[src/rtl/cp0_reg.sv]
// Coprocessor-0 register file for the five-stage MIPS core.
// It receives the CP0 write from write-back and holds the Count/Compare timer.
// It samples the hardware interrupt lines into Cause, records precise
// exceptions and clears EXL on ERET.
// Reads are combinational, and a same-cycle write is bypassed onto rdata.
module cp0_reg #(
    parameter logic [31:0] PRID_VAL   = 32'h004C0102,
    parameter logic [31:0] CONFIG_VAL = 32'h00008000
) (
    input  logic        clk,
    input  logic        rst,
    input  logic        we,
    input  logic [4:0]  waddr,
    input  logic [31:0] wdata,
    input  logic [4:0]  raddr,
    input  logic [5:0]  int_i,
    input  logic [31:0] excepttype,
    input  logic [31:0] current_inst_addr,
    input  logic        is_in_delayslot,
    output logic [31:0] rdata,
    output logic [31:0] count_o,
    output logic [31:0] compare_o,
    output logic [31:0] status_o,
    output logic [31:0] cause_o,
    output logic [31:0] epc_o,
    output logic [31:0] config_o,
    output logic [31:0] prid_o,
    output logic        timer_int_o
);

    localparam logic [4:0] ADDR_COUNT   = 5'd9;
    localparam logic [4:0] ADDR_COMPARE = 5'd11;
    localparam logic [4:0] ADDR_STATUS  = 5'd12;
    localparam logic [4:0] ADDR_CAUSE   = 5'd13;
    localparam logic [4:0] ADDR_EPC     = 5'd14;
    localparam logic [4:0] ADDR_PRID    = 5'd15;
    localparam logic [4:0] ADDR_CONFIG  = 5'd16;

    localparam logic [31:0] STATUS_RST = 32'h10000000;

    // Cause bits software may write: IV, WP, IP[1:0]
    localparam logic [31:0] CAUSE_WMASK = 32'h00C00300;

    logic [31:0] count_q,   count_d;
    logic [31:0] compare_q, compare_d;
    logic [31:0] status_q,  status_d;
    logic [31:0] cause_q,   cause_d;
    logic [31:0] epc_q,     epc_d;
    logic        timer_q,   timer_d;

    logic        exc_valid;
    logic [4:0]  exc_code;

    // Decode the exception type into an ExcCode; unknown codes are ignored
    always_comb begin
        exc_valid = 1'b0;
        exc_code  = 5'h00;
        case (excepttype)
            32'h0000_0001: begin exc_valid = 1'b1; exc_code = 5'h00; end
            32'h0000_0008: begin exc_valid = 1'b1; exc_code = 5'h08; end
            32'h0000_000a: begin exc_valid = 1'b1; exc_code = 5'h0a; end
            32'h0000_000c: begin exc_valid = 1'b1; exc_code = 5'h0c; end
            32'h0000_000d: begin exc_valid = 1'b1; exc_code = 5'h0d; end
            default:       begin exc_valid = 1'b0; exc_code = 5'h00; end
        endcase
    end

    // Next state: free-running count and interrupt sampling, then the software write,
    // then exception/ERET layered on top so they win for EPC/EXL/BD/ExcCode
    always_comb begin
        count_d   = count_q + 32'd1;
        compare_d = compare_q;
        status_d  = status_q;
        cause_d   = cause_q;
        epc_d     = epc_q;
        timer_d   = timer_q;

        cause_d[15:10] = int_i;

        if ((compare_q != 32'd0) && (count_q == compare_q)) begin
            timer_d = 1'b1;
        end

        if (we) begin
            case (waddr)
                ADDR_COUNT:   count_d = wdata;
                ADDR_COMPARE: begin
                    compare_d = wdata;
                    timer_d   = 1'b0;
                end
                ADDR_STATUS:  status_d = wdata;
                ADDR_CAUSE:   cause_d = (cause_d & ~CAUSE_WMASK) | (wdata & CAUSE_WMASK);
                ADDR_EPC:     epc_d = wdata;
                default:      ;
            endcase
        end

        if (exc_valid) begin
            // Nested exceptions keep the original return address and BD
            if (!status_q[1]) begin
                epc_d       = is_in_delayslot ? (current_inst_addr - 32'd4) : current_inst_addr;
                cause_d[31] = is_in_delayslot;
            end
            status_d[1]   = 1'b1;
            cause_d[6:2]  = exc_code;
        end else if (excepttype == 32'h0000_000e) begin
            status_d[1] = 1'b0;
        end
    end

    // Register update with synchronous reset overriding writes and exceptions
    always_ff @(posedge clk) begin
        if (rst) begin
            count_q   <= 32'd0;
            compare_q <= 32'd0;
            status_q  <= STATUS_RST;
            cause_q   <= 32'd0;
            epc_q     <= 32'd0;
            timer_q   <= 1'b0;
        end else begin
            count_q   <= count_d;
            compare_q <= compare_d;
            status_q  <= status_d;
            cause_q   <= cause_d;
            epc_q     <= epc_d;
            timer_q   <= timer_d;
        end
    end

    // Combinational read with same-cycle write bypass; exceptions are not bypassed
    always_comb begin
        rdata = 32'd0;
        case (raddr)
            ADDR_COUNT:   rdata = count_q;
            ADDR_COMPARE: rdata = compare_q;
            ADDR_STATUS:  rdata = status_q;
            ADDR_CAUSE:   rdata = cause_q;
            ADDR_EPC:     rdata = epc_q;
            ADDR_PRID:    rdata = PRID_VAL;
            ADDR_CONFIG:  rdata = CONFIG_VAL;
            default:      rdata = 32'd0;
        endcase
        if (we && (waddr == raddr)) begin
            case (raddr)
                ADDR_COUNT, ADDR_COMPARE, ADDR_STATUS, ADDR_EPC: rdata = wdata;
                ADDR_CAUSE: rdata = (cause_q & ~CAUSE_WMASK) | (wdata & CAUSE_WMASK);
                default:    ;
            endcase
        end
    end

    assign count_o     = count_q;
    assign compare_o   = compare_q;
    assign status_o    = status_q;
    assign cause_o     = cause_q;
    assign epc_o       = epc_q;
    assign config_o    = CONFIG_VAL;
    assign prid_o      = PRID_VAL;
    assign timer_int_o = timer_q;

endmodule

[config.mk]
export PLATFORM = sky130hd
export DESIGN_NAME = cp0_reg
export DESIGN_NICKNAME = d
export VERILOG_FILES = /design/src/rtl/cp0_reg.sv
export SDC_FILE = /design/constraint.sdc
export NUM_CORES = 1
export LEC_CHECK = 0
export ABC_AREA = 1
export BUFFER_PORTS_ARGS = -buffer_cell sky130_fd_sc_hd__buf_2
export CAP_MARGIN = 20
export CORE_ASPECT_RATIO = 1.4
export CORE_MARGIN = 4
export CORE_UTILIZATION = 45
export CTS_CLUSTER_DIAMETER = 50
export DETAILED_ROUTE_END_ITERATION = 10
export GPL_ROUTABILITY_DRIVEN = 1
export GPL_TIMING_DRIVEN = 0
export HOLD_SLACK_MARGIN = 0.1
export MAX_ROUTING_LAYER = met4
export PLACE_DENSITY = 0.74
export SYNTH_ARGS = -nofsm -noshare
export SYNTH_HDL_FRONTEND = slang
export SYNTH_SLANG_ARGS = --single-unit
[constraint.sdc]
create_clock -name clk -period 1.8 [get_ports clk]
set_input_delay 0.36 -clock clk [delete_from_list [all_inputs] [get_ports clk]]
set_output_delay 0.36 -clock clk [all_outputs]
set_load 0.005 [all_outputs]
Word level (Yosys, flattened, before mapping) --
Index checks and enable logic that the tools add are counted.
Word-level totals: input port bits 116, flip-flop bits (word level) 161
Cells by class: mux-type cells 24, equality and inequality tests 20, add/subtract/negate cells 2, bitwise logic cells 2, reductions and logical operators 14
Operators with widths (number):
- 32-bit two-way mux | 10
- 32-bit one-hot mux with 7 select lines | 1
- 32-bit by 4-bit == test with 1-bit output (second input constant) | 5
- 32-bit by 24-bit OR with 32-bit output | 2
- 32-bit one-hot mux with 2 select lines | 1
- 5-bit by 4-bit == test with 1-bit output (second input constant) | 11
- 32-bit by 1-bit adder with 32-bit output (second input constant) | 1
- 32-bit by 1-bit == test with 1-bit output (second input constant) | 1
- 32-bit == test | 1
- 32-bit nonzero test | 1
- 32-bit by 3-bit subtractor with 32-bit output (second input constant) | 1
- 4-bit one-hot mux with 4 select lines | 1
- 2-bit AND reduction | 5
- 1-bit two-way mux | 8
- 3-bit nonzero test | 2
- 5-bit == test | 1
- 5-bit == test (second input constant) | 1
- 5-bit two-way mux | 1
- 5-bit OR reduction | 1
- 2-bit two-way mux | 2
- 2-bit nonzero test | 2
- 4-bit OR reduction | 1
- 1-bit logical AND | 2

Depth between registers and ports, before layout --
Gate-level depths: netlist of the first run.
depth in word-level cells 5, gate-level depth with buffers 13, gate-level depth less buffers 13

Worst setup path after synthesis of the first run --
OpenSTA, ideal clock, no wires.
kind input to output, from input waddr[3], to output rdata[0], stages 8, arrival 1407 ps, setup slack 33 ps, required time 1440 ps, cell sequence inv_1 o22ai_1 nor3_1 nand3_1 inv_2 nand2_2 buf_2 o22ai_1
On the way: longest elaborated chain between the ends 3
RTL lines:
- from (decl) | line 13 | input logic [4:0] waddr,
- 5-bit == test | line 143 | if (we && (waddr == raddr)) begin
- 1-bit logical AND | line 143
- 32-bit two-way mux | line 143
- to (decl) | line 20 | output logic [31:0] rdata,
Every way passes these cells.

Final worst setup path of the first run --
from input raddr[2], to output rdata[13]
On the way: longest elaborated chain between the ends 4, elaborated cells on any way between the ends 13, classes of those cells eq/ne (8); mux (3); reduce/logical (2)
RTL lines:
- from (decl) | line 15 | input logic [4:0] raddr,
- 5-bit == test (tied with other cells) | line 133 | case (raddr)
- 32-bit one-hot mux with 7 select lines / 4-bit OR reduction (equally long branches) | line 133, 144
- 32-bit one-hot mux with 2 select lines | line 144 | case (raddr)
- 32-bit two-way mux (*) | line 143
Mark *: on every way between the ends. The rest lies on a longest branch, timed or not.

==> metrics.txt, run 1 <==
Final setup viols=32; first-pass GRT wire length=70870 um; crit path max fanout=5; CORE AREA=between 20000 and 25000 um^2; CTS tree=built; Slew headroom=38.40%; Worst EP arrival=approximately 1800 ps; H-tree lvl count=4; clk_lat worst skew=approximately 450 ps; Placed Instances=~2300; CTS Buffer Depth=2; Vias/cell=between 5 and 6; Synth Cell Area=10140 um^2; Comb power frac=14.1%; drt drc=0; I/O Buffers=290; largest net degree at the start of global routing=17; failing checks=negative setup slack; Detail Route Antenna Nets=0; Hold Path Sink=cause_o[10]; Final Cycle Share=119.9%; Seq pwr share=around 40%; Ports=373; Rows=64; final setup margin=-357.9 ps; RSZ-0062 raised after global routing=yes; Fin. Hold Viols=0; vias=roughly 13000; antenna violations before repair=1; area leader, netlist=dfxtp_1; initial core utilization=46.06%; Clock power frac=47.0%; internal reg-to-reg setup slack=60 ps; Horiz. Die Dim=roughly 130 um; net load switching power=2.301 mW; Max Cap Viol=0; worst r2r path cells=10; drt first pass iters=6; Final nets=2178; Crit. End Element=output port; number of flops mapped to enable cells by yosys=0; Internal=approximately 6.2 mW; layout cell share with drive strength beyond 1=between 30% and 40%; Syn-to-layout area delta=42.52%; CP Class=input pin to output port; minimum clock period=2158 ps; register area share after synthesis=28.42%; Hold Path Origin=int_i[0]; GR Overflow Total=0; Post-DP HPWL=between 30000 and 40000 um; total CTS buffers=17; Gate Count Post-Synth=1623; most common cell in the netlist=nand2_1; Die H=about 190 um; clock skew=between 8 and 9 ps; hold crit path type=input pin to register; Synth cell types=45; die area=25040 um^2; Cell Pwr Density=between 500 and 600 nW/um^2; Synth Register Bits=around 140; Clk pin slew, worst setup/hold paths=approximately 70 ps; Worst VDD drop=roughly 0.00071 V; DR WL/cell=~21 um; Clock Sinks=between 100 and 150; outcome=complete, but fails checks; vias in the first global route=12435; gp weighted congestion=roughly 1.0; Startpoint Class=input pin; yosys warns=0; FF-to-FF End=count_o[21]; main area contributors after synthesis=dfxtp_1 (28%), nand2_1 (12%), nor2_1 (8.2%); Total Wirelength=slightly below 50000 um; async set-reset flop share out of synthesis=0%; required time worst endpoint=roughly 1400 ps; share of the synthesized area in the top cell type=between 20 and 30%; overall routing resource usage=38.77%; Net Sw Frac=27.00%; Tightest Pin Transition=~920 ps; drt first-iter violations=around 960; synthesized area per cell=approximately 6.2 um^2; top post-synthesis cells by count=nand2_1 (329), nor2_1 (222), inv_1 (192), dfxtp_1 (144), o21ai_0 (132); setup TNS=-8578 ps; maximum clock frequency=0.4634 GHz; Final Non-Filler Cells=2371; Root Driver=clkbuf_16; r2r startpoint=count_o[15]; Top FF cell, synth=dfxtp_1; LEAKAGE=roughly 7.3 nW; max-slew violations=0; Hold Crit Depth=3
[flip-flops by register name (all words and copies together), names as in the netlist]
register / cells
cause_o: 15
compare_o: 32
count_o: 32
epc_o: 32
status_o: 32
timer_int_o: 1
[power by group through the flow]
| stage | Clock (mW) | Combinational (mW) | Sequential [mW] |
|---|---|---|---|
| 2_1_floorplan | 0 | 0.575 | 3.36 |
| 3_3_place_gp | 0 | 1.00 | 3.38 |
| 3_5_place_dp | 0 | 1.01 | 3.38 |
| 4_1_cts | 3.99 | 1.13 | 3.31 |
| 5_1_grt | 4.11 | 1.30 | 3.32 |
| 6_report | 4.00 | 1.20 | 3.32 |
[layer usage]
metal | vias up | wire length [um] | track usage, %
met5 | - | 0 | -
met4 | 0 | 4631 | 32.07
met3 | 254 | 4373 | 6.517
met2 | 823 | 23800 | 65.06
met1 | 5706 | 16540 | 39.51
li1 | 5952 | - | -
[critical path: stages]
cell and delay [ps]:
buf_12 110, nor3_4 280, nand3_4 170, inv_8 130, buf_8 150, nand2_1 60
o2111ai_1 110, nand2_1 120, o21ai_1 120, buf_4 170
[placed cells by master, fill, tap and decap left out, drive strengths merged]
master,n
a211oi,2
a21oi,130
a22oi,6
a31oi,1
and3,1
buf,455
bufinv,5
clkbuf,55
clkinv,6
clkinvlp,3
conb,81
dfxtp,144
diode,1
ha,2
inv,202
mux2,2
mux2i,3
nand2,340
nand3,89
nand3b,14
nand4,19
nor2,234
nor3,24
nor3b,2
o2111ai,15
o211ai,8
o21ai,152
o21bai,2
o221ai,1
o22ai,15
or2,4
xnor2,25
xor2,31
[kinds of logic after synthesis]
| group | Yosys count | share of synthesized area [%] |
|---|---|---|
| and+or+nand+nor | 727 | 31.32 |
| buffers and inverters | 355 | 16.96 |
| AOI/OAI and AO/OA | 332 | 17.62 |
| DFF | 144 | 28.42 |
| xor gates and xnor gates | 56 | 4.836 |
| muxes | 5 | 0.5181 |
| adders and majority gates | 2 | 0.2467 |
| other | 2 | 0.07405 |
[stage by stage]
step	cell area (um^2)	util [%]	total power [mW]	hold WS (ps)	worst slack, ps
global route	14460	65.64	8.721	127.9	-364.4
global placement	12260	55.68	4.378	451.2	-862.2
finish	14460	65.64	8.523	109.1	-357.9
CTS	14040	63.74	8.421	109.4	-278.5
detailed placement	12260	55.68	4.386	456.7	-834.8
floorplan	10440	-	3.931	442.9	33.43
[final cells by class]
type	instances	area (um^2)
Fill cell	2092	7566
Multi-Input combinational cell	1203	6504
Inverter	202	785.8
Sequential cell	144	2914
Buffer	152	1180
Clock inverter	14	214.0
Tap cell	297	371.6
Clock buffer	18	439.2
Antenna cell	1	2.502
Timing Repair Buffer	340	2044
[how the worst max path moves through the flow]
stage                  start   endpoint  slack (ps)
floorplan           waddr[3]   rdata[0]          30
global placement    raddr[4]   rdata[1]        -860
detailed placement  raddr[4]  rdata[22]        -830
CTS                 raddr[2]  rdata[21]        -280
global route        raddr[0]  rdata[13]        -360
finish              raddr[2]  rdata[13]        -360
[timing repair]
action,in CTS,in global routing
resized for setup,210,97
pin swaps,33,22
gates cloned,10,0
hold buffers,0,0
setup endpoints to repair,62,50
buffers inserted,28,12
Note: power is estimated with default switching activity, not from simulation.
==> inputs of run 2 (changes only) <==
Settings changed: TNS_END_PERCENT set to 20.
Clock period 1.8 ns to 2.2 ns, I/O delays scaled along.
==> metrics.txt, run 2 (synthesized netlist as in run 1, its figures left out) <==
outcome=complete, but fails checks (unchanged); failing checks=negative setup slack (unchanged); clock skew=8.341 ps (was 8.275 ps); layout cell share with drive strength beyond 1=29.77% (was 33.00%); vias in the first global route=12218 (was 12435); hold crit path type=input pin to register (unchanged); worst r2r path cells=12 (was 10); most frequent cells in the layout=nand2_1 (309), buf_2 (292), nor2_1 (217), inv_1 (181), dfxtp_1 (143) (was nand2_1 (299), buf_2 (292), nor2_1 (208), inv_1 (181), dfxtp_1 (123)); total CTS buffers=17 (unchanged); Vias/cell=5.310 (was 5.371); Layout Utilization=63.73% (was 65.64%); Die H=185.6 um (unchanged); RSZ-0062 raised after global routing=yes (unchanged); drt first-iter violations=1093 (was 959); crit path max fanout=7 (was 5); initial core utilization=46.06% (unchanged); DR WL/cell=20.55 um (was 20.81 um); Slew headroom=39.49% (was 38.40%); drt drc=0 (unchanged); CP cell instances=buf_12 -> xor2_2 -> nor3_2 -> nand3_2 -> inv_4 -> buf_6 -> buf_8 -> buf_12 -> o22ai_4 -> buf_2 (was buf_12 -> nor3_4 -> nand3_4 -> inv_8 -> buf_8 -> nand2_1 -> o2111ai_1 -> nand2_1 -> o21ai_1 -> buf_4); commonest non-fill, non-tap cell in the layout=nand2_1 (unchanged); CTS Buffer Depth=2 (unchanged); Layout fillers=2128 (was 2092); I/O Buffers=290 (unchanged); max-slew violations=0 (unchanged); Fin. Hold Viols=0 (unchanged); clk_lat worst skew=450 ps (about the same); Worst VDD drop=0.0005790 V (was 0.0007092 V); H-tree lvl count=4 (unchanged); Total Wirelength=48370 um (was 49350 um); largest net degree at the start of global routing=17 (unchanged); CORE AREA=22020 um^2 (unchanged); Hold Slack=191.1 ps (was 109.1 ps); Tightest Pin Transition=907.7 ps (was 924.0 ps); critical path's slowest cell=nand3_2 (was nor3_4); overall routing resource usage=38.30% (was 38.77%); required time worst endpoint=1760 ps (was 1440 ps); pre-CTS setup slack=-594.8 ps (was -834.8 ps); Rows=64 (unchanged); drt first pass iters=6 (unchanged); Final nets=2161 (was 2178); Clock Sinks=144 (unchanged); Cell Pwr Density=494.6 nW/um^2 (was 589.6 nW/um^2); Final setup viols=23 (was 32); Worst EP arrival=1830 ps (was 1800 ps); Root Driver=clkbuf_16 (unchanged); Detail Route Antenna Nets=0 (unchanged); Final Cycle Share=103.0%; Max Cap Viol=0 (unchanged); Crit. End Element=output port (unchanged); LEAKAGE=7.119 nW (was 7.350 nW); Clk pin slew, worst setup/hold paths=70 ps (about the same); vias=12499 (was 12735); die area=25040 um^2 (unchanged); CTS tree=built (unchanged); antenna violations before repair=1 (unchanged); multi-input logic area=6315 um^2 (was 6504 um^2); setup TNS=-953.7 ps (was -8578 ps); CP Class=input pin to output port (unchanged); Horiz. Die Dim=134.9 um (unchanged); most used cell, CP=buf_12 (was nand2_1); final setup margin=-66.30 ps (was -357.9 ps); Ports=373 (unchanged); Hold Crit Depth=3 (unchanged); Worst path depth=10 (unchanged); GR Overflow Total=0 (unchanged); Post-DP HPWL=38590 um (unchanged); first-pass GRT wire length=69920 um (was 70870 um); Syn-to-layout area delta=38.37% (was 42.52%); minimum clock period=~2300 ps; Buf/Inv on CP=6 (was 4); CP top delay family=buffers and inverters (was simple AND/OR/NAND/NOR gates); Startpoint Class=input pin (unchanged); gp weighted congestion=1.027 (unchanged); crit-path max cell delay=210 ps (was 280 ps); maximum clock frequency=~0.44 GHz; register area=2884 um^2 (was 2914 um^2); Pwr Total=6.941 mW (was 8.523 mW)
[run 2: cell types whose count changed in the layout (fill, tap and decap cells not counted), sizes merged]
cell,before,now
clkinvlp,3,4
buf,455,441
clkbuf,55,52
inv,202,201
[run 2: path summary, 6_finish.rpt]
path / from / to / slack [ps]
setup / recovery: raddr[2] / rdata[21] / -70
hold / removal: int_i[0] / cause_o[10] / 190
setup reg to reg: count_o[0] / count_o[30] / 170
hold reg to reg: timer_int_o / timer_int_o / 480
[run 2: final cells by class]
type	count	share of cell area [%]
Clock inverter	14	1.525
Inverter	202	5.626
Sequential cell	144	20.55
Antenna cell	1	0.01783
Tap cell	297	2.648
Timing Repair Buffer	323	13.41
Buffer	152	8.096
Multi-Input combinational cell	1203	45.00
Clock buffer	18	3.129
[run 2: worst min-delay path, stage by stage]
cell    delay [ps]
buf_2           70
inv_1           30
nor2_1          60
[run 2: timing repair]
action | CTS | global route
cloned | 6 | 2
pin swaps | 26 | 12
hold buffers | 0 | 0
resized for setup | 171 | 57
endpoints found under the setup margin | 32 | 33
buffers inserted | 23 | 2
[run 2: layer usage]
metal / part of all wire [%] / up-vias / GRT usage [%]
li1: - / 5926 / -
met3: 9.1 / 213 / 5.760
met1: 33 / 5573 / 39.62
met5: 0 / - / -
met2: 49 / 787 / 65.48
met4: 8.8 / 0 / 28.85
[run 2: where the power goes]
group	leakage, nW	internal [mW]	switching, mW	total [mW]
combinational	5.64	0.390	0.566	0.956
sequential	1.16	2.65	0.0615	2.71
clock	0.312	2.04	1.24	3.28
[run 2: through the flow]
stage / cells / cell area, um^2
floorplan: 1702 / 10440
global placement: 2289 / 12260
detailed placement: 2289 / 12260
CTS: 2349 / 13770
global route: 2354 / 14030
finish: 2354 / 14030
